[config.mk]
export PLATFORM = sky130hd
export DESIGN_NAME = led_pattern_seq_flat
export DESIGN_NICKNAME = d
export VERILOG_FILES = /design/src/rtl/led_pkg.sv /design/src/rtl/led_pattern_seq_if.sv /design/src/rtl/led_pwm.sv /design/src/rtl/led_pattern_seq.sv /design/src/flat_wrapper.sv
export SDC_FILE = /design/constraint.sdc
export NUM_CORES = 1
export LEC_CHECK = 0
export CORE_MARGIN = 2
export CORE_UTILIZATION = 26
export DETAILED_ROUTE_END_ITERATION = 8
export SETUP_SLACK_MARGIN = 0.5
export SLEW_MARGIN = 0
export SYNTH_ARGS = -nofsm -noshare
export SYNTH_HDL_FRONTEND = slang
export SYNTH_SLANG_ARGS = --single-unit
[constraint.sdc]
create_clock -name clk -period 5.5 [get_ports clk]
set_input_delay 1.375 -clock clk [delete_from_list [all_inputs] [get_ports clk]]
set_output_delay 1.375 -clock clk [all_outputs]
set_load 0.01 [all_outputs]
[src/rtl/led_pkg.sv]
// Shared definitions for the LED pattern sequencer: mode encoding, default sizes
// and the per-mode initial pattern.
package led_pkg;

    localparam int DEF_N_LED = 8;
    localparam int DEF_PWM_W = 4;

    typedef enum logic [1:0] {
        MODE_BLINK  = 2'd0,
        MODE_WALK   = 2'd1,
        MODE_BOUNCE = 2'd2,
        MODE_COUNT  = 2'd3
    } mode_e;

    // Every initial pattern is either all-zero or a lone LSB, so only that bit varies.
    function automatic logic init_lsb(input mode_e m);
        return (m == MODE_WALK) || (m == MODE_BOUNCE);
    endfunction

endpackage

[src/rtl/led_pattern_seq_if.sv]
// Control/drive bundle between the tick divider side and the LED sequencer.
interface led_pattern_seq_if #(
    parameter int N_LED = led_pkg::DEF_N_LED,
    parameter int PWM_W = led_pkg::DEF_PWM_W
);
    logic             tick;
    logic             en;
    logic [1:0]       mode;
    logic [PWM_W-1:0] brightness;
    logic [N_LED-1:0] led;
    logic             wrap;

    modport master (output tick, en, mode, brightness, input led, wrap);
    modport slave  (input tick, en, mode, brightness, output led, wrap);
endinterface

[src/rtl/led_pwm.sv]
// Free-running PWM counter with a duty level latched only at the start of each period.
module led_pwm
    import led_pkg::*;
#(
    parameter int PWM_W = DEF_PWM_W
) (
    input  logic             clk,
    input  logic             rst_n,
    input  logic [PWM_W-1:0] brightness,
    output logic             pwm_on
);
    // Period is 2^PWM_W-1 so the all-ones brightness code means permanently on.
    localparam logic [PWM_W-1:0] CNT_LAST = PWM_W'((1 << PWM_W) - 2);

    logic [PWM_W-1:0] pwm_cnt_q, pwm_cnt_d;
    logic [PWM_W-1:0] bright_q, bright_d;

    always_comb begin
        pwm_cnt_d = (pwm_cnt_q == CNT_LAST) ? '0 : pwm_cnt_q + PWM_W'(1);
        bright_d  = (pwm_cnt_q == '0) ? brightness : bright_q;
    end

    always_ff @(posedge clk or negedge rst_n) begin
        if (!rst_n) begin
            pwm_cnt_q <= '0;
            bright_q  <= '0;
        end else begin
            pwm_cnt_q <= pwm_cnt_d;
            bright_q  <= bright_d;
        end
    end

    assign pwm_on = (pwm_cnt_q < bright_q);

endmodule

[src/rtl/led_pattern_seq.sv]
// LED pattern sequencer: BLINK/WALK/BOUNCE/COUNT patterns advanced by a slow tick,
// with a wrap pulse and PWM dimming applied at the registered output.
module led_pattern_seq
    import led_pkg::*;
#(
    parameter int N_LED = DEF_N_LED,
    parameter int PWM_W = DEF_PWM_W
) (
    input  logic              clk,
    input  logic              rst_n,
    led_pattern_seq_if.slave  bus
);
    logic [N_LED-1:0] pat_q, pat_d;
    mode_e            mode_q, mode_d;
    logic             dir_q, dir_d;
    logic             wrap_q, wrap_d;
    logic [N_LED-1:0] led_q, led_d;
    logic             pwm_on;
    logic             adv;
    logic             pat_onehot;
    mode_e            req_mode;

    function automatic logic [N_LED-1:0] init_vec(input mode_e m);
        return {{(N_LED-1){1'b0}}, init_lsb(m)};
    endfunction

    led_pwm #(.PWM_W(PWM_W)) u_pwm (
        .clk       (clk),
        .rst_n     (rst_n),
        .brightness(bus.brightness),
        .pwm_on    (pwm_on)
    );

    assign adv        = bus.tick & bus.en;
    assign req_mode   = mode_e'(bus.mode);
    assign pat_onehot = $onehot(pat_q);

    always_comb begin
        pat_d  = pat_q;
        mode_d = mode_q;
        dir_d  = dir_q;
        wrap_d = 1'b0;
        if (adv) begin
            if (req_mode != mode_q) begin
                mode_d = req_mode;
                pat_d  = init_vec(req_mode);
                dir_d  = 1'b0;
            end else begin
                unique case (mode_q)
                    MODE_BLINK: begin
                        pat_d  = ~pat_q;
                        wrap_d = &pat_q;
                    end
                    MODE_WALK: begin
                        if (!pat_onehot) begin
                            pat_d = init_vec(MODE_WALK);
                        end else begin
                            pat_d  = {pat_q[N_LED-2:0], pat_q[N_LED-1]};
                            wrap_d = pat_q[N_LED-1];
                        end
                    end
                    MODE_BOUNCE: begin
                        if (!dir_q && pat_onehot && !pat_q[N_LED-1]) begin
                            pat_d = pat_q << 1;
                            dir_d = pat_q[N_LED-2];
                        end else if (dir_q && pat_onehot && !pat_q[0]) begin
                            pat_d  = pat_q >> 1;
                            dir_d  = ~pat_q[1];
                            wrap_d = pat_q[1];
                        end else begin
                            // Corrupt pattern, or direction pointing off the end: restart.
                            pat_d = init_vec(MODE_BOUNCE);
                            dir_d = 1'b0;
                        end
                    end
                    MODE_COUNT: begin
                        pat_d  = pat_q + N_LED'(1);
                        wrap_d = &pat_q;
                    end
                    default: ;
                endcase
            end
        end
        led_d = pat_q & {N_LED{pwm_on}};
    end

    always_ff @(posedge clk or negedge rst_n) begin
        if (!rst_n) begin
            pat_q  <= '0;
            mode_q <= MODE_BLINK;
            dir_q  <= 1'b0;
            wrap_q <= 1'b0;
            led_q  <= '0;
        end else begin
            pat_q  <= pat_d;
            mode_q <= mode_d;
            dir_q  <= dir_d;
            wrap_q <= wrap_d;
            led_q  <= led_d;
        end
    end

    assign bus.led  = led_q;
    assign bus.wrap = wrap_q;

endmodule

[src/flat_wrapper.sv]
// flat-port wrapper written by rule: the top's interface ports become plain ports
module led_pattern_seq_flat import led_pkg::*;
#(
    parameter int N_LED = DEF_N_LED,
    parameter int PWM_W = DEF_PWM_W
)
  (clk, rst_n, bus_tick, bus_en, bus_mode, bus_brightness, bus_led, bus_wrap);
  led_pattern_seq_if #(.N_LED(N_LED), .PWM_W(PWM_W)) bus_i ();
  input  logic clk;
  input  logic rst_n;
  input wire logic [$bits(bus_i.tick)-1:0] bus_tick;
  input wire logic [$bits(bus_i.en)-1:0] bus_en;
  input wire logic [$bits(bus_i.mode)-1:0] bus_mode;
  input wire logic [$bits(bus_i.brightness)-1:0] bus_brightness;
  output wire logic [$bits(bus_i.led)-1:0] bus_led;
  output wire logic [$bits(bus_i.wrap)-1:0] bus_wrap;
  assign bus_i.tick = bus_tick;
  assign bus_i.en = bus_en;
  assign bus_i.mode = bus_mode;
  assign bus_i.brightness = bus_brightness;
  assign bus_led = bus_i.led;
  assign bus_wrap = bus_i.wrap;
  led_pattern_seq #(.N_LED(N_LED), .PWM_W(PWM_W)) u_core (.clk(clk), .rst_n(rst_n), .bus(bus_i));
endmodule
==> Yosys cells after proc, flatten, opt, wreduce, memory -nomap -nowiden <==
Index checks and enable logic that the tools add are counted.
{ "totals": {"ff_bits": 28, "latch_bits": 0, "ramBits": 0, "mem_bits_ro": 0, "output_inout_bits": 9, "memories": 0} }
{ "op_classes": {"addsub": 9, "multipliers": 0, "n_div": 0, "order_cmp": 1, "eq_ne": 8, "shifts": 0, "mux": 16, "bitwise": 4, "reduce_logical": 15} }
{ "ops": {"columns": ["op", "n"], "rows": [
  ["case mux 8 bit (4 select lines)", 1],
  ["two-way mux 8 bit", 3],
  ["adder 4 bit", 3],
  ["two-way mux 1 bit", 9],
  ["adder 1 x 1 -> 2 bit", 4],
  ["adder 8 x 1 -> 8 bit (second input constant)", 1],
  ["AND 8 bit", 1],
  ["NOT 8 bit", 1],
  ["AND reduction 8 bit", 1],
  ["two-way mux 7 bit", 1],
  ["== test 2 bit (second input constant)", 3],
  ["adder 4 x 1 -> 4 bit (second input constant)", 1],
  ["== test 2 x 1 -> 1 bit (second input constant)", 2],
  ["== test 4 x 1 -> 1 bit (second input constant)", 1],
  ["== test 4 bit (second input constant)", 1],
  ["logical AND 1 bit", 4],
  ["logical NOT 4 bit", 1],
  ["less-than comparator 4 bit", 1],
  ["two-way mux 4 bit", 1],
  ["AND reduction 2 bit", 2],
  ["logical NOT 1 bit", 3],
  ["case mux 1 bit (3 select lines)", 1],
  ["logical NOT 2 bit", 1],
  ["!= test 2 bit", 1],
  ["5 further kinds", 5]
]} }

==> Longest topological paths before layout <==
Gate-level depths: netlist (run 1).
{ "depth": {"word_depth": 11, "depth_mapped": 12, "depth_no_buf": 11} }

==> Modules after synthesis <==
From an unflattened synthesis (run 1), not the netlist that was laid out.
{ "hier_totals": {"hier_cells": 195, "area_unflattened_um2": 1846.8} }
{ "modules_own_cells": {"columns": ["module", "n_inst", "cells_per_inst", "area_per_inst_um2", "seq_area_each_um2"], "rows": [
  ["led_pattern_seq", 1, 154, 1448.9, 500.5],
  ["led_pwm", 1, 41, 397.9, 200.2]
]} }

==> Worst setup path before layout (run 1) <==
No wires, ideal clock.
{ "synth_timing": {"path_type": "reg-to-reg", "start": "register u_core.pat_q[2]", "end": "register u_core.pat_q[2]", "setup_ps": 94, "t_arrival_ps": 3433, "required_ps": 5406, "slack_ps": 1973, "path_stages_with_launch": 13, "path_buffers": 1, "synth_period_minus_slack_ps": 3527, "cell_sequence": "dfrtp_1 ha_1 fa_1 inv_1 fa_1 inv_1 ha_1 fa_1 nor4b_4 and4_1 buf_6 a211oi_2 a221oi_2"} }
{ "synth_between": {"elab_chain_cells": 10, "word_cells_on_any_way": 15, "classes_between": "add/sub (4); eq/ne (1); mux (5); bitwise (1); reduce/logical (4)"} }
{ "synth_lines": {"columns": ["element", "line", "rtl"], "rows": [
  ["start: declaration", "led_pattern_seq.sv:13", "logic [N_LED-1:0] pat_q, pat_d;"],
  ["start signal: assignment", "led_pattern_seq.sv:95", "pat_q <= pat_d;"],
  ["adder 1 x 1 -> 2 bit (not written as such)", "led_pattern_seq.sv:36", "assign pat_onehot = $onehot(pat_q);"],
  ["adder 4 bit (not written as such) (2 in a row)", "led_pattern_seq.sv:36", null],
  ["== test 4 x 1 -> 1 bit", "led_pattern_seq.sv:36", null],
  ["logical AND 1 bit (2 in a row)", "led_pattern_seq.sv:66", "end else if (dir_q && pat_onehot && !pat_q[0]) begin"],
  ["two-way mux 7 bit", "led_pattern_seq.sv:66", null],
  ["two-way mux 8 bit", "led_pattern_seq.sv:63", "if (!dir_q && pat_onehot && !pat_q[N_LED-1]) begin"],
  ["case mux 8 bit (4 select lines) *", "led_pattern_seq.sv:49", "unique case (mode_q)"],
  ["two-way mux 8 bit *", "led_pattern_seq.sv:44", "if (req_mode != mode_q) begin"]
]} }
Mark *: on every way between the ends. The rest lies on a longest branch, timed or not.
A chain may end at the register's enable or synchronous reset.

==> Worst setup path in the final report (run 1) <==
{ "layout_timing": {"start": "register u_core.pat_q[5]", "end": "register u_core.pat_q[4]"} }
Same word-level chain as after synthesis.

==> qor_table.md, run 1 <==
| Quantity | This run | Unit |
| --- | --- | --- |
| Result of the run | completed | - |
| Post-CTS clock slew at the launch and capture registers of the worst setup and hold paths | 0.11 | ns |
| Post-synthesis area per instance | 9.48 | um2 |
| DRC Markers | 0 | - |
| Min-Delay Path Depth | 1 | - |
| Leading cell types by total area after synthesis | dfrtp_1, ha_1, nand2_1, inv_1, fa_1 | - |
| Startpoint class of the critical path | flop | - |
| Timing-limited maximum frequency | 252 | MHz |
| Total gr overflow | 0 | - |
| Area of the die | 7870 | um2 |
| DRT Pass-1 Iters | 4 | - |
| Hold Path Class | reg2reg | - |
| Tightest slew margin relative to the limit | 58.1 | % |
| Area share of the leading cell type in the synthesized netlist | 37.5 | % |
| Hold_sp | u_core.u_pwm.bright_q[0] | - |
| Number of global-route vias before repair | 1383 | - |
| Yosys warns | 0 | - |
| Critical Path AT | 4.16 | ns |
| Post-synthesis sequential area ratio | 37.5 | % |
| Leak pwr | 0.912 | nW |
| All-Layer GR Usage | 10.6 | % |
| Post-synthesis share of cell area spent on and, or, nand and nor gates | 12.7 | % |
| Detailed-route wire length per cell | 12.8 | um |
| Post-synthesis mux area share | 1.14 | % |
| Number of design-rule violations left by the first detailed-router iteration | 107 | - |
| CTS tree | built | - |
| Initial core utilization | 27.2 | % |
| Share of cells above drive strength 1 | 7.69 | % |
| Final hold violation count | 0 | - |
| Antenna cells | 0 | - |
| First-pass GRT wire length | 6.61 | mm |
| Worst slew pin tran | 0.627 | ns |
| Syn nets | 225 | - |
| Time the worst path needs with I/O delays and setup | 3.97 | ns |
| Max Root-Sink Buffers | 2 | - |
| Via Count | 1486 | - |
| Post-Place Setup Slack | 1.56 | ns |
| Worst VDD drop | 115 | uV |
| Internal reg-to-reg setup slack | 1.53 | ns |
| Number of instances in the synthesized netlist | 197 | - |
| R2r worst-path depth | 11 | - |
| Post-Route WL | 3.89 | mm |
| Number of max-capacitance violations reported | 0 | - |
| Post-synthesis xor/xnor area fraction | 2.35 | % |
| Setup Total Neg Slack | 0 | ns |
| I/O pin count | 19 | - |
| Netlist area before placement | 1870 | um2 |
| Buffers inserted by post-CTS timing repair | 0 | - |
| Port Buffer Count | 18 | - |
| Post-synthesis register bit count | 28 | - |
| Clock latency reported for the late side of the worst-skew pair | 0.28 | ns |
| Die extent in y | 88.7 | um |
| Adder-cell share of the synthesized area | 13.7 | % |
| Root buf cell | clkbuf_8 | - |
| Largest net degree at the start of global routing | 29 | - |
| H-Tree Depth | 1 | - |
| Area growth from synthesis to layout | 17.4 | % |
| Critical path endpoint category | flop | - |
| Asr flop ratio synth | 100 | % |
| Routability-driven placement congestion ratio | 0.861 | - |
| List of most frequent post-synthesis cells | dfrtp_1, nand2_1, inv_1, o21ai_0, ha_1 | - |
| EDFF count, synth | 0 | - |
| Number of distinct standard cells referenced by the synthesized netlist | 42 | - |
| Max-slew violation count | 0 | - |
| Number of buffers created by CTS | 3 | - |
| Unrepaired setup endpoints after global routing | false | - |
| Crit path kind | reg2reg | - |
| Die Wd | 88.7 | um |
| Dominant register cell in the synthesized netlist | dfrtp_1 | - |
| Final Worst Setup Slack | 1.53 | ns |
| Post-synth top area cell | dfrtp_1 | - |
| Core Area | 6870 | um2 |
| Maximum fanout along the worst path | 9 | - |
| Detail-routed via count per cell | 4.89 | - |
| Count leader, synth | dfrtp_1 | - |
| Placement row count | 30 | - |
| # clock sinks | 28 | - |
| Setup-violating endpoint count in the final report | 0 | - |
| Placed wire-length estimate after detailed placement | 2.88 | mm |
| Hold bufs inserted after CTS | 0 | - |
| Share of the synthesized area in compound gates (AO/OA/AOI/OAI) | 25.0 | % |
| Quantity of gates resized following cts | 0 | - |
| Reg-to-reg critical path startpoint | u_core.pat_q[5] | - |
| Clock tree skew after final layout | 0.00582 | ns |
| # fillers | 712 | - |
| Data required time of the critical path | 5.70 | ns |
| Power density over cell area | 322 | nW/um2 |
| Antenna Nets Post-Route | 0 | - |
| Final net count | 237 | - |
| Endpoint, Worst Hold | u_core.u_pwm.bright_q[0] | - |
| Crit share post-route | 72.1 | % |
| Largest family of logic cells by synthesized area | compound AO/OA/AOI/OAI gates | - |
| Antenna violations before repair | 0 | - |
| R2r endpoint | u_core.pat_q[4] | - |
[cell usage in the layout, fill, tap and decap left out, types with 3 or more instances in the layout]
cell type,instances
a2111oi_0,3
a211oi_1,8
a211oi_2,3
a21oi_1,8
a221oi_2,3
a22oi_1,6
a31oi_1,4
clkbuf_8,3
clkdlybuf4s50_1,18
dfrtp_1,28
fa_1,4
ha_1,14
inv_1,23
nand2_1,27
nand3_1,3
nor2_1,3
o21a_1,3
o21ai_0,15
xor2_1,3
[critical path, cell delays in order (launching register included)]
cell	delay [ns]
dfrtp_1	0.50
ha_1	0.28
fa_1	0.55
inv_1	0.06
fa_1	0.52
inv_1	0.04
ha_1	0.20
fa_1	0.47
nor4b_4	0.42
and4_1	0.46
a211oi_2	0.13
a221oi_2	0.25
[state kept, by name (all words and copies together), names as in the netlist]
name                    cells
u_core.bus.led              8
u_core.pat_q                8
u_core.u_pwm.bright_q       4
u_core.u_pwm.pwm_cnt_q      4
u_core.mode_q               2
u_core.bus.wrap             1
u_core.dir_q                1
[metal layers]
| layer | wire length (um) | track usage [%] |
|---|---|---|
| met3 | 207 | 2.24 |
| met2 | 1750 | 17.0 |
| met1 | 1840 | 14.1 |
| met4 | 97 | 3.58 |
| met5 | 0 | 0 |
[kinds of logic (layout without fill, tap and decap cells)]
kind of cell,Yosys count,after routing
AO/OA/AOI/OAI,63,63
AND/OR/NAND/NOR,46,46
buffers and inverters,35,46
flip-flops,28,28
adder cells (fa/ha/maj),18,18
XOR/XNOR,5,5
multiplexers,2,2
[how the worst max path moves through the flow]
stage                                from         endpoint  slack (ns)
after floorplan           u_core.pat_q[2]  u_core.pat_q[2]        1.97
after global placement    u_core.pat_q[5]  u_core.bus.wrap        1.65
after detailed placement  u_core.pat_q[5]  u_core.pat_q[4]        1.56
after CTS                 u_core.pat_q[5]  u_core.pat_q[4]        1.52
after global routing      u_core.pat_q[5]  u_core.pat_q[4]        1.29
final                     u_core.pat_q[5]  u_core.pat_q[4]        1.53
[through the flow]
| stage | area [um2] | instances | hold slack [ns] | util, % | power, mW |
|---|---|---|---|---|---|
| floorplan | 1870 | 197 | 0.482 | - | 0.463 |
| detailed placement | 2120 | 300 | 0.504 | 30.9 | 0.543 |
| finish | 2190 | 304 | 0.525 | 31.9 | 0.706 |
| global placement | 2120 | 300 | 0.500 | 30.9 | 0.542 |
| CTS | 2190 | 304 | 0.528 | 31.9 | 0.711 |
| global route | 2190 | 304 | 0.556 | 31.9 | 0.759 |
[report_power, final]
| group | switching (mW) | internal [mW] | total [mW] |
|---|---|---|---|
| Combinational | 0.151 | 0.125 | 0.277 |
| Sequential | 0.0321 | 0.230 | 0.262 |
| Clock | 0.0696 | 0.0975 | 0.167 |
[layout make-up]
cell class	instances	area, um2	share of cell area [%]
Tap cell	96	120	5.48
Multi-Input combinational cell	134	1020	46.8
Timing Repair Buffer	19	188	8.57
Clock inverter	1	30.0	1.37
Clock buffer	3	41.3	1.88
Inverter	23	86.3	3.94
Sequential cell	28	701	32.0
Note: power is estimated with default switching activity, not from simulation.
==> inputs of run 2 (changes only) <==
clock period = 3.8 ns   (was 5.5 ns; I/O delays follow)
==> run 2 against run 1 <==
Effect of this change:
- clock power is 43% higher
- hold slack worse by 0.0047 ns
- via count is 2.2% higher
- critical endpoint is now u_core.pat_q[0]
- largest cell class unchanged
- largest power group unchanged
==> qor_table.md, run 2 (synthesized netlist as in run 1, its figures left out) <==
| Quantity | This run | Unit | Change |
| --- | --- | --- | --- |
| Result of the run | completed | - | unchanged |
| Detail-routed via count per cell | 4.78 | - | was 4.89 |
| Max-slew violation count | 0 | - | unchanged |
| Largest net degree at the start of global routing | 29 | - | unchanged |
| Max Root-Sink Buffers | 2 | - | unchanged |
| Number of design-rule violations left by the first detailed-router iteration | 200 | - | was 107 |
| CTS tree | built | - | unchanged |
| DRT Pass-1 Iters | 4 | - | unchanged |
| Final Worst Setup Slack | 0.402 | ns | was 1.53 ns |
| Via Count | 1519 | - | was 1486 |
| Final net count | 251 | - | was 237 |
| Leading cell type in the layout, fill and taps excluded | nand2_1 | - | was dfrtp_1 |
| Power density over cell area | 494 | nW/um2 | was 322 nW/um2 |
| Maximum fanout along the worst path | 3 | - | was 9 |
| Critical path buffer and inverter count | 4 | - | was 2 |
| # clock sinks | 28 | - | unchanged |
| Timing-limited maximum frequency | 294 | MHz | was 252 MHz |
| Maximum cell stage delay along the critical path | 0.53 | ns | was 0.55 ns |
| Antenna cells | 0 | - | unchanged |
| Clock latency reported for the late side of the worst-skew pair | 0.28 | ns | about the same |
| Setup Total Neg Slack | 0 | ns | unchanged |
| Critical path endpoint category | flop | - | unchanged |
| Share of cells above drive strength 1 | 18.5 | % | was 7.69% |
| Detailed-route wire length per cell | 13.5 | um | was 12.8 um |
| Crit path kind | reg2reg | - | unchanged |
| DRC Markers | 0 | - | unchanged |
| I/O pin count | 19 | - | unchanged |
| Kind of cell adding the most delay to the critical path | adder cells | - | unchanged |
| Master of the slowest instance on the critical path | fa_1 | - | unchanged |
| Post-layout total power | 1.16 | mW | was 706 uW |
| Final hold violation count | 0 | - | unchanged |
| Area growth from synthesis to layout | 26.3 | % | was 17.4% |
| Leak pwr | 0.979 | nW | was 0.912 nW |
| Data required time of the critical path | 3.96 | ns | was 5.70 ns |
| Initial core utilization | 27.2 | % | unchanged |
| Crit share post-route | 89.4 | % | was 72.1% |
| Port Buffer Count | 18 | - | unchanged |
| H-Tree Depth | 1 | - | unchanged |
| Area of the die | 7870 | um2 | unchanged |
| Die Wd | 88.7 | um | unchanged |
| Root buf cell | clkbuf_8 | - | unchanged |
| Commonest cells after routing, fill and taps aside | nand2_1, dfrtp_1, inv_1, clkdlybuf4s50_1, buf_4 | - | was dfrtp_1, nand2_1, inv_1, clkdlybuf4s50_1, o21ai_0 |
| All-Layer GR Usage | 12.2 | % | was 10.6% |
| List of cells traversed by the critical path | ha_4 > fa_1 > inv_1 > fa_1 > inv_1 > ha_2 > fa_1 > nor4b_4 > buf_4 > buf_4 > o21a_1 > o2111a_1 > o22ai_2 | - | was ha_1 > fa_1 > inv_1 > fa_1 > inv_1 > ha_1 > fa_1 > nor4b_4 > and4_1 > a211oi_2 > a221oi_2 |
| Time the worst path needs with I/O delays and setup | 3.40 | ns | was 3.97 ns |
| Post-CTS clock slew at the launch and capture registers of the worst setup and hold paths | 0.10 | ns | was 0.11 ns |
| Startpoint class of the critical path | flop | - | unchanged |
| Die extent in y | 88.7 | um | unchanged |
| Clock tree skew after final layout | 0.00633 | ns | was 0.00582 ns |
| # fillers | 696 | - | was 712 |
| Unrepaired setup endpoints after global routing | true | - | was false |
| Placement row count | 30 | - | unchanged |
| Antenna violations before repair | 0 | - | unchanged |
| First-pass GRT wire length | 7.54 | mm | was 6.61 mm |
| Post-Route WL | 4.29 | mm | was 3.89 mm |
| Setup-violating endpoint count in the final report | 0 | - | unchanged |
| Worst slew pin tran | 0.661 | ns | was 0.627 ns |
| Hold bufs inserted after CTS | 0 | - | unchanged |
| Number of max-capacitance violations reported | 0 | - | unchanged |
| Total gr overflow | 0 | - | unchanged |
| Routability-driven placement congestion ratio | 0.859 | - | was 0.861 |
| Hold Path Class | reg2reg | - | unchanged |
| Antenna Nets Post-Route | 0 | - | unchanged |
| Most used cell, CP | fa_1 | - | unchanged |
| Critical Path AT | 3.55 | ns | was 4.16 ns |
| Post-Place Setup Slack | 0.161 | ns | was 1.56 ns |
| Number of buffers created by CTS | 3 | - | unchanged |
| Core Area | 6870 | um2 | unchanged |
| Placed wire-length estimate after detailed placement | 3.16 | mm | was 2.88 mm |
| Number of global-route vias before repair | 1473 | - | was 1383 |
| Tightest slew margin relative to the limit | 55.8 | % | was 58.1% |
| Worst VDD drop | 184 | uV | was 115 uV |
[run 2: cell type report]
class                           count  area, um2  area share, %
Sequential cell                    28        704           29.9
Timing Repair Buffer               33        293           12.4
Inverter                           23       86.3           3.66
Multi-Input combinational cell    134       1080           45.9
Tap cell                           96        120           5.09
Clock buffer                        3       41.3           1.75
Clock inverter                      1       30.0           1.27
[run 2: layer usage]
metal	vias up	share of wire (%)	GRT usage [%]
met5	-	0	0
met4	0	0.79	2.20
met3	4	5.0	2.43
met2	43	46	19.6
met1	720	48	17.3
li1	752	-	-
[run 2: timing repair]
action	CTS	global route
pin swaps	8	6
setup endpoints to repair	9	10
gates resized for setup	6	2
buffers inserted	7	1
[run 2: metrics by stage]
stage	utilization (%)	instance area [um2]	instances	hold slack, ns
after floorplan	-	1900	197	0.482
after global placement	32.0	2200	306	0.506
after detailed placement	32.0	2200	306	0.502
after CTS	34.1	2340	317	0.526
after global routing	34.3	2360	318	0.550
final	34.3	2360	318	0.520
[run 2: path summary, 6_finish.rpt]
kind | startpoint | endpoint | slack (ns) | cells after the start
worst max-delay path | u_core.pat_q[5] | u_core.pat_q[0] | 0.40 | 13
worst min-delay path | u_core.u_pwm.bright_q[0] | u_core.u_pwm.bright_q[0] | 0.52 | 1
worst max register to register | u_core.pat_q[5] | u_core.pat_q[0] | 0.40 | 13
worst min register to register | u_core.u_pwm.bright_q[0] | u_core.u_pwm.bright_q[0] | 0.52 | 1
max in group asynchronous | rst_n | u_core.pat_q[1] | 2.48 | 2
min in group asynchronous | rst_n | u_core.pat_q[4] | 1.04 | 2
[run 2: power by group]
group / switching, mW / internal, mW / total [mW]
sequential: 0.0300 / 0.334 / 0.364
combinational: 0.274 / 0.288 / 0.562
clock: 0.0971 / 0.141 / 0.238
total: 0.401 / 0.763 / 1.16
==> inputs of run 3 (changes only) <==
PLACE_DENSITY = 0.54   (was default)
==> run 3 against run 2 <==
Effect of this change:
- die area unchanged
- critical path depth shrank 2
- via count down 0.53%
- wire length about the same
- non-clock buffer count fell by 3
- total power decreased by 8.5%
- cell count is 0.94% lower
- highest routed layer unchanged
- register-to-register slack barely moved
- clock power shrank 20%
==> qor_table.md, run 3 (synthesized netlist as in run 1, its figures left out) <==
| Quantity | This run | Unit | Change |
| --- | --- | --- | --- |
| Internal reg-to-reg setup slack | 0.39 | ns | was 0.40 ns |
| Clock tree skew after final layout | 0.00943 | ns | was 0.00633 ns |
| Setup-violating endpoint count in the final report | 0 | - | unchanged |
| Largest net degree at the start of global routing | 29 | - | unchanged |
| Root buf cell | clkbuf_8 | - | unchanged |
| Area taken by multi-input logic gates | 1080 | um2 | unchanged |
| Final hold violation count | 0 | - | unchanged |
| Final standard cell area without fillers | 2320 | um2 | was 2360 um2 |
| Via Count | 1511 | - | was 1519 |
| I/O pin count | 19 | - | unchanged |
| Die extent in y | 88.7 | um | unchanged |
| DRC Markers | 0 | - | unchanged |
| Number of design-rule violations left by the first detailed-router iteration | 132 | - | was 200 |
| Worst VDD drop | 208 | uV | was 184 uV |
| Leading cell type in the layout, fill and taps excluded | nand2_1 | - | unchanged |
| Placed wire-length estimate after detailed placement | 3.13 | mm | was 3.16 mm |
| All-Layer GR Usage | 11.9 | % | was 12.2% |
| Total gr overflow | 0 | - | unchanged |
| Number of max-capacitance violations reported | 0 | - | unchanged |
| Clk network pwr share | 17.8 | % | was 20.5% |
| Crit share post-route | 89.7 | % | was 89.4% |
| Number of global-route vias before repair | 1496 | - | was 1473 |
| Critical path endpoint category | flop | - | unchanged |
| Share of cells above drive strength 1 | 17.8 | % | was 18.5% |
| Area growth from synthesis to layout | 24.3 | % | was 26.3% |
| H-Tree Depth | 1 | - | unchanged |
| Post-CTS clock slew at the launch and capture registers of the worst setup and hold paths | 0.10 | ns | about the same |
| Placement row count | 30 | - | unchanged |
| # clock sinks | 28 | - | unchanged |
| Post-layout total power | 1.07 | mW | was 1.16 mW |
| First-pass GRT wire length | 7.29 | mm | was 7.54 mm |
| Combinational fraction of design power | 48.3 | % | was 48.2% |
| Leak pwr | 0.957 | nW | was 0.979 nW |
| Commonest cells after routing, fill and taps aside | nand2_1, dfrtp_1, inv_1, clkdlybuf4s50_1, o21ai_0 | - | was nand2_1, dfrtp_1, inv_1, clkdlybuf4s50_1, buf_4 |
| Antenna Nets Post-Route | 0 | - | unchanged |
| Power density over cell area | 459 | nW/um2 | was 494 nW/um2 |
| Startpoint class of the critical path | flop | - | unchanged |
| Share of total power consumed by net switching | 36.8 | % | was 34.5% |
| Sequential group share of total power | 33.9 | % | was 31.3% |
| Internal power | 673 | uW | was 763 uW |
| Data required time of the critical path | 3.99 | ns | was 3.96 ns |
| Tightest slew margin relative to the limit | 56.5 | % | was 55.8% |
| Critical Path AT | 3.60 | ns | was 3.55 ns |
| Crit path kind | reg2reg | - | unchanged |
| Routability-driven placement congestion ratio | 0.847 | - | was 0.859 |
| DRT Pass-1 Iters | 4 | - | unchanged |
| Initial core utilization | 27.2 | % | unchanged |
| Result of the run | completed | - | unchanged |
| Maximum fanout along the worst path | 6 | - | was 3 |
| Detailed-route wire length per cell | 13.6 | um | was 13.5 um |
| Number of buffers created by CTS | 3 | - | unchanged |
| Hold Path Class | reg2reg | - | unchanged |
| Port Buffer Count | 18 | - | unchanged |
| Setup Total Neg Slack | 0 | ns | unchanged |
| Unrepaired setup endpoints after global routing | true | - | unchanged |
| Area of the die | 7870 | um2 | unchanged |
| Time the worst path needs with I/O delays and setup | 3.41 | ns | was 3.40 ns |
| Instance area at placement | 2210 | um2 | was 2200 um2 |
| Detail-routed via count per cell | 4.80 | - | was 4.78 |
| Die Wd | 88.7 | um | unchanged |
| Worst slew pin tran | 0.651 | ns | was 0.661 ns |
| Final net count | 248 | - | was 251 |
| Post-Route WL | 4.29 | mm | about the same |
| CTS tree | built | - | unchanged |
| Clock latency reported for the late side of the worst-skew pair | 0.28 | ns | about the same |
| Antenna violations before repair | 0 | - | unchanged |
| Final core occ | 33.8 | % | was 34.3% |
| Core Area | 6870 | um2 | unchanged |
| Timing-limited maximum frequency | 293 | MHz | was 294 MHz |
| NetSw | 392 | uW | was 401 uW |
| Max Root-Sink Buffers | 2 | - | unchanged |
| Max-slew violation count | 0 | - | unchanged |
| # fillers | 716 | - | was 696 |
| Antenna cells | 0 | - | unchanged |
| Flip-flop and latch area | 704 | um2 | unchanged |
[run 3: layout make-up]
cell class                 count  share of cell area (%)
clock buffer                   4                    2.37
inverter                      23                    3.72
multi-input combinational    134                    46.7
sequential                    28                    30.4
tap                           96                    5.18
timing repair buffer          30                    11.7
[run 3: metal layers]
| layer | GRT usage [%] | wire length (um) | vias to the layer above |
|---|---|---|---|
| li1 | - | - | 746 |
| met1 | 15.6 | 1980 | 719 |
| met2 | 20.5 | 2030 | 42 |
| met3 | 2.05 | 242 | 4 |
| met4 | 2.48 | 34 | 0 |
| met5 | 0 | 0 | - |
[run 3: worst paths after layout]
path	start	to	cells after the start
worst max register to register	u_core.pat_q[5]	u_core.pat_q[2]	11
worst min register to register	u_core.u_pwm.bright_q[0]	u_core.u_pwm.bright_q[0]	1
worst max-delay path	u_core.pat_q[5]	u_core.pat_q[2]	11
worst min-delay path	u_core.u_pwm.bright_q[0]	u_core.u_pwm.bright_q[0]	1
min in group asynchronous	rst_n	u_core.u_pwm.pwm_cnt_q[1]	2
max in group asynchronous	rst_n	u_core.pat_q[2]	2
[run 3: power by group through the flow]
stage | combinational [mW] | clock, mW | sequential, mW
2_1_floorplan | 0.308 | 0 | 0.375
3_3_place_gp | 0.475 | 0 | 0.371
3_5_place_dp | 0.477 | 0 | 0.371
4_1_cts | 0.508 | 0.193 | 0.360
5_1_grt | 0.573 | 0.206 | 0.365
6_report | 0.514 | 0.190 | 0.361
[run 3: what timing repair did]
action,in CTS,in global routing
resized for setup,5,4
setup buffers,4,0
hold buffers,0,0
hold endpoints to repair,0,0
setup endpoints to repair,10,10
pin swaps,7,5
[run 3: per-stage QoR]
step                      hold slack, ns  setup slack [ns]  cells
after global routing               0.563             0.278    315
after detailed placement           0.499             0.164    307
after floorplan                    0.482             0.379    197
after global placement             0.500             0.260    307
final                              0.525             0.391    315
after CTS                          0.530             0.384    315
[run 3: critical path, cell delays in order (launching register included)]
cell	delay, ns
dfrtp_1	0.42
ha_4	0.18
fa_1	0.55
inv_2	0.04
fa_1	0.47
inv_1	0.04
ha_2	0.17
fa_1	0.48
nor4b_4	0.28
and4_4	0.32
a211oi_2	0.09
a221oi_2	0.26
==> patch 1 (config.mk and constraints of run 1) <==
`DEF_N_LED`: 8 -> 10.
--- a/src/rtl/led_pkg.sv
+++ b/src/rtl/led_pkg.sv
@@ -2,7 +2,7 @@
 // and the per-mode initial pattern.
 package led_pkg;
 
-    localparam int DEF_N_LED = 8;
+    localparam int DEF_N_LED = 10;
     localparam int DEF_PWM_W = 4;
 
     typedef enum logic [1:0] {
Interface: changed (resized bus_led); port bits go from 19 to 21. No check against the original RTL was run, so the function may have changed too.
==> patch 1 against run 1 <==
Total power grew 32%. Utilization decreased by 0.42 points. Global-route usage rose by 1.3 points. Clock power increased by 14%. First-iteration DRC count increased by 65%. Setup slack worse by 0.23 ns. Wire length up 30%. Area after synthesis up 18%. Design area increased by 18%. Critical path type unchanged. Sequential cell count is 4 higher. Critical endpoint unchanged. Hold slack better by 0.012 ns. Die area grew 17%.
==> patch 1: results (changes against run 1) <==
Status
Status: finished clean (unchanged).

Logic synthesis
The net count after synthesis is 271 (was 225). The number of instances in the synthesized netlist came to 240 (was 197). Dominant cells by area after synthesis: dfrtp_1 (36%), ha_1 (8.5%), fa_1 (5.4%) (was dfrtp_1 (38%), ha_1 (9.4%), nand2_1 (5.4%)). The post-synthesis share of cell area spent on full adders, half adders and majority gates is 14.0% (was 13.7%).

The sequential-to-total area share from yosys stat came to 36.3% (was 37.5%). The xor/xnor share of the synthesized area is 3.18% (was 2.35%). Most numerous cell types in the synthesized netlist: dfrtp_1 (32), nand2_1 (29), inv_1 (27) (was dfrtp_1 (28), nand2_1 (27), inv_1 (23)). The fraction of synthesized area in multiplexers is 0.965% (was 1.14%). The compound-gate portion of the synthesized area came to 23.6% (was 25.0%).

Critical path
The launch point of the worst path is u_core.pat_q[0] (was u_core.pat_q[5]). The maximum fanout encountered on the critical timing path was 12 (was 9). The slack of the worst reg-to-reg path is 1.31 ns (was 1.53 ns). The worst-case reg-to-reg path depth is 12 (was 11).

Power and ir drop
The standby leakage power is 1.09 nW (was 0.912 nW). The power share of the combinational group was 45.6% (was 39.2%). The worst voltage drop across the vdd grid is 0.000159 V (was 0.000115 V).

The internal portion of total power came to 0.000533 W (was 0.000453 W).

Routing
The amount of wire on met2 after detailed routing is 2410 µm (was 1750 µm). The starting DRC count in detailed routing is 177 (was 107). The met3 layer wire length in the routed design is 326 µm (was 207 µm).

The wire length on met1 is 2270 µm (was 1840 µm).

Placed design
The placed wire-length estimate was 3630 µm (was 2880 µm). The global placer's final weighted congestion came to 0.804 (was 0.861). The number of placed instances, taps included is 352 (was 300).

The count of input and output buffers was 20 (was 18).

Global routing
The met1 layer usage reported by global route is 16.2% (was 14.1%). The met3 global-route usage came to 1.88% (was 2.24%). The number of global-route vias before repair is 1733 (was 1383). The pin count of the biggest net entering global routing is 33 (was 29). The total global-route track usage came to 11.9% (was 10.6%). The global-route wire length before repair was 8560 µm (was 6610 µm).

The met2 track utilization from global routing is 19.2% (was 17.0%).

Cells and area
The fraction of final layout cells with drive strength greater than 1 is 7.06% (was 7.69%). The final-stage net count is 285 (was 237). The filler-free cell count of the finished design is 360 (was 304).

The number of filler instances in the final layout is 867 (was 712).

STA
The maximum frequency from static timing analysis came to 239 MHz (was 252 MHz). The slew at the pin with the worst max-slew slack is 0.875 ns (was 0.627 ns). The post-route clock skew is 0.00951 ns (was 0.00582 ns).

Clock network
The clock slew at the register clock pins of the worst setup and hold paths is 0.07 ns (was 0.11 ns). The maximum level of the CTS H-tree is 2 (was 1).
## patch 1: layout make-up
type / instances / area share (%)
Clock inverter: 2 / 0.387
Tap cell: 105 / 5.08
Timing Repair Buffer: 22 / 8.32
Inverter: 27 / 3.92
Multi-Input combinational cell: 166 / 48.1
Clock buffer: 6 / 3.19
Sequential cell: 32 / 31.0
## patch 1: worst max-delay path: stages, from the launching register on
cell	delay, ns
dfrtp_1	0.48
ha_1	0.34
inv_1	0.06
fa_1	0.56
fa_1	0.42
inv_1	0.08
fa_1	0.19
inv_1	0.06
fa_1	0.38
a211o_1	0.34
a211oi_2	0.74
nand3_1	0.19
a221oi_2	0.27
## patch 1: metrics by stage
stage                     util [%]  hold WS, ns  area [µm²]
after floorplan                  -        0.482        2200
after CTS                     31.5        0.543        2590
after global placement        30.3        0.506        2490
after global routing          31.5        0.556        2590
final                         31.5        0.537        2590
after detailed placement      30.3        0.520        2490
==> patch 2 (settings of run 1) <==
Made on the original files. Remove the case item `MODE_COUNT` of the case on `mode_q`.
--- a/src/rtl/led_pattern_seq.sv
+++ b/src/rtl/led_pattern_seq.sv
@@ -73,10 +73,6 @@
                             dir_d = 1'b0;
                         end
                     end
-                    MODE_COUNT: begin
-                        pat_d  = pat_q + N_LED'(1);
-                        wrap_d = &pat_q;
-                    end
                     default: ;
                 endcase
             end
Behaviour: not the same (Yosys sat finds a counterexample within 4 cycles, from zero or initial values and one cycle with rst_n low).
==> patch 2 against run 1 <==
Setup slack improved by 0.16 ns. Design area shrank 5.4%. Critical path type unchanged. Area after synthesis shrank 6.4%. Non-clock buffer count unchanged. Sequential cell count did not move. Critical path depth unchanged. First-iteration DRC count up 12%. Combinational power grew 5%. Total power up 0.55%. Wire length is 11% lower.
==> patch 2: results (changes against run 1) <==
Status
Status: finished clean (unchanged).

Logic synthesis
The number of distinct library cells after synthesis came to 40 (was 42). Dominant cells by area after synthesis: dfrtp_1 (40%), ha_1 (10%), inv_1 (5.2%) (was dfrtp_1 (38%), ha_1 (9.4%), nand2_1 (5.4%)). Most numerous cell types in the synthesized netlist: dfrtp_1 (28), inv_1 (24), nand2_1 (22) (was dfrtp_1 (28), nand2_1 (27), inv_1 (23)). The net count after synthesis is 208 (was 225).

The sequential-to-total area share from yosys stat is 40.1% (was 37.5%).

STA
The worst slew slack as a fraction of its limit is 42.9% (was 58.1%).

Critical path
The endpoint of the most critical register-to-register path was u_core.pat_q[5] (was u_core.pat_q[4]). The maximum fanout encountered on the critical timing path was 7 (was 9). The critical path data arrival time is 3.97 ns (was 4.16 ns). The launch point of the worst path was u_core.pat_q[1] (was u_core.pat_q[5]).

Placed design
The post-placement setup slack is 1.75 ns (was 1.56 ns). The global placer's final weighted congestion is 0.778 (was 0.861). The instance area after placement is 2000 µm² (was 2120 µm²).

Global routing
The total global-route track usage is 10.5% (was 10.6%). The number of antenna violations at the first check in global routing is 0 (unchanged). The global-route wire length before repair came to 6350 µm (was 6610 µm).

Cells and area
The number of filler instances in the final layout is 661 (was 712). The fraction of final layout cells with drive strength greater than 1 came to 5.10% (was 7.69%). The final-stage net count is 225 (was 237).

Routing
The final routed wirelength across all metal layers is 3450 µm (was 3890 µm). The final routed wire length divided by cell count is 12.6 µm (was 12.8 µm). The starting DRC count in detailed routing came to 120 (was 107). The via density per instance is 4.96 (was 4.89).

Power and ir drop
The worst voltage drop across the vdd grid is 0.000111 V (was 0.000115 V).

Clock network
The clock slew at the register clock pins of the worst setup and hold paths came to 0.09 ns (was 0.11 ns).
## patch 2: cell types whose count changed after synthesis, sizes merged, moves of 4 or more
cell and delta:
o31ai +7, nand2 -5, a21oi +4, a22oi -6, clkbuf -6
## patch 2: where the power goes
group / internal, W / switching [W] / total (W)
Sequential: 0.000231 / 0.0000254 / 0.000256
Combinational: 0.000134 / 0.000158 / 0.000292
Clock: 0.0000974 / 0.0000638 / 0.000161
Total: 0.000462 / 0.000248 / 0.000710
## patch 2: layer usage
layer / GRT usage, % / wire, µm / up-vias
li1: - / - / 671
met1: 15.7 / 1760 / 653
met2: 15.8 / 1530 / 25
met3: 2.12 / 138 / 4
met4: 2.16 / 23 / 0
met5: 0 / 0 / -
## patch 2: worst min-delay path by stage
stage,start,end,slack [ns],depth (start not counted)
2_1_floorplan,u_core.u_pwm.bright_q[0],u_core.u_pwm.bright_q[0],0.46,1
3_3_place_gp,u_core.u_pwm.bright_q[0],u_core.u_pwm.bright_q[0],0.49,1
3_5_place_dp,u_core.u_pwm.bright_q[0],u_core.u_pwm.bright_q[0],0.49,1
4_1_cts,u_core.u_pwm.bright_q[0],u_core.u_pwm.bright_q[0],0.52,1
5_1_grt,u_core.u_pwm.bright_q[0],u_core.u_pwm.bright_q[0],0.54,1
6_report,u_core.u_pwm.bright_q[0],u_core.u_pwm.bright_q[0],0.51,1
## patch 2: kinds of logic after synthesis
group	after synthesis	share of synthesized area (%)
buf+inv	31	6.87
simple gates	40	12.4
flops	28	40.1
fa+ha+maj	18	14.6
xor+xnor	3	1.50
mux	2	1.22
compound gates	58	23.3
## patch 2: layout make-up
cell class | count | area share [%]
clock buffer | 3 | 1.99
clock inverter | 1 | 1.45
inverter | 24 | 4.35
multi-input combinational | 121 | 44.7
sequential | 28 | 33.8
tap | 77 | 4.65
timing repair buffer | 19 | 9.05
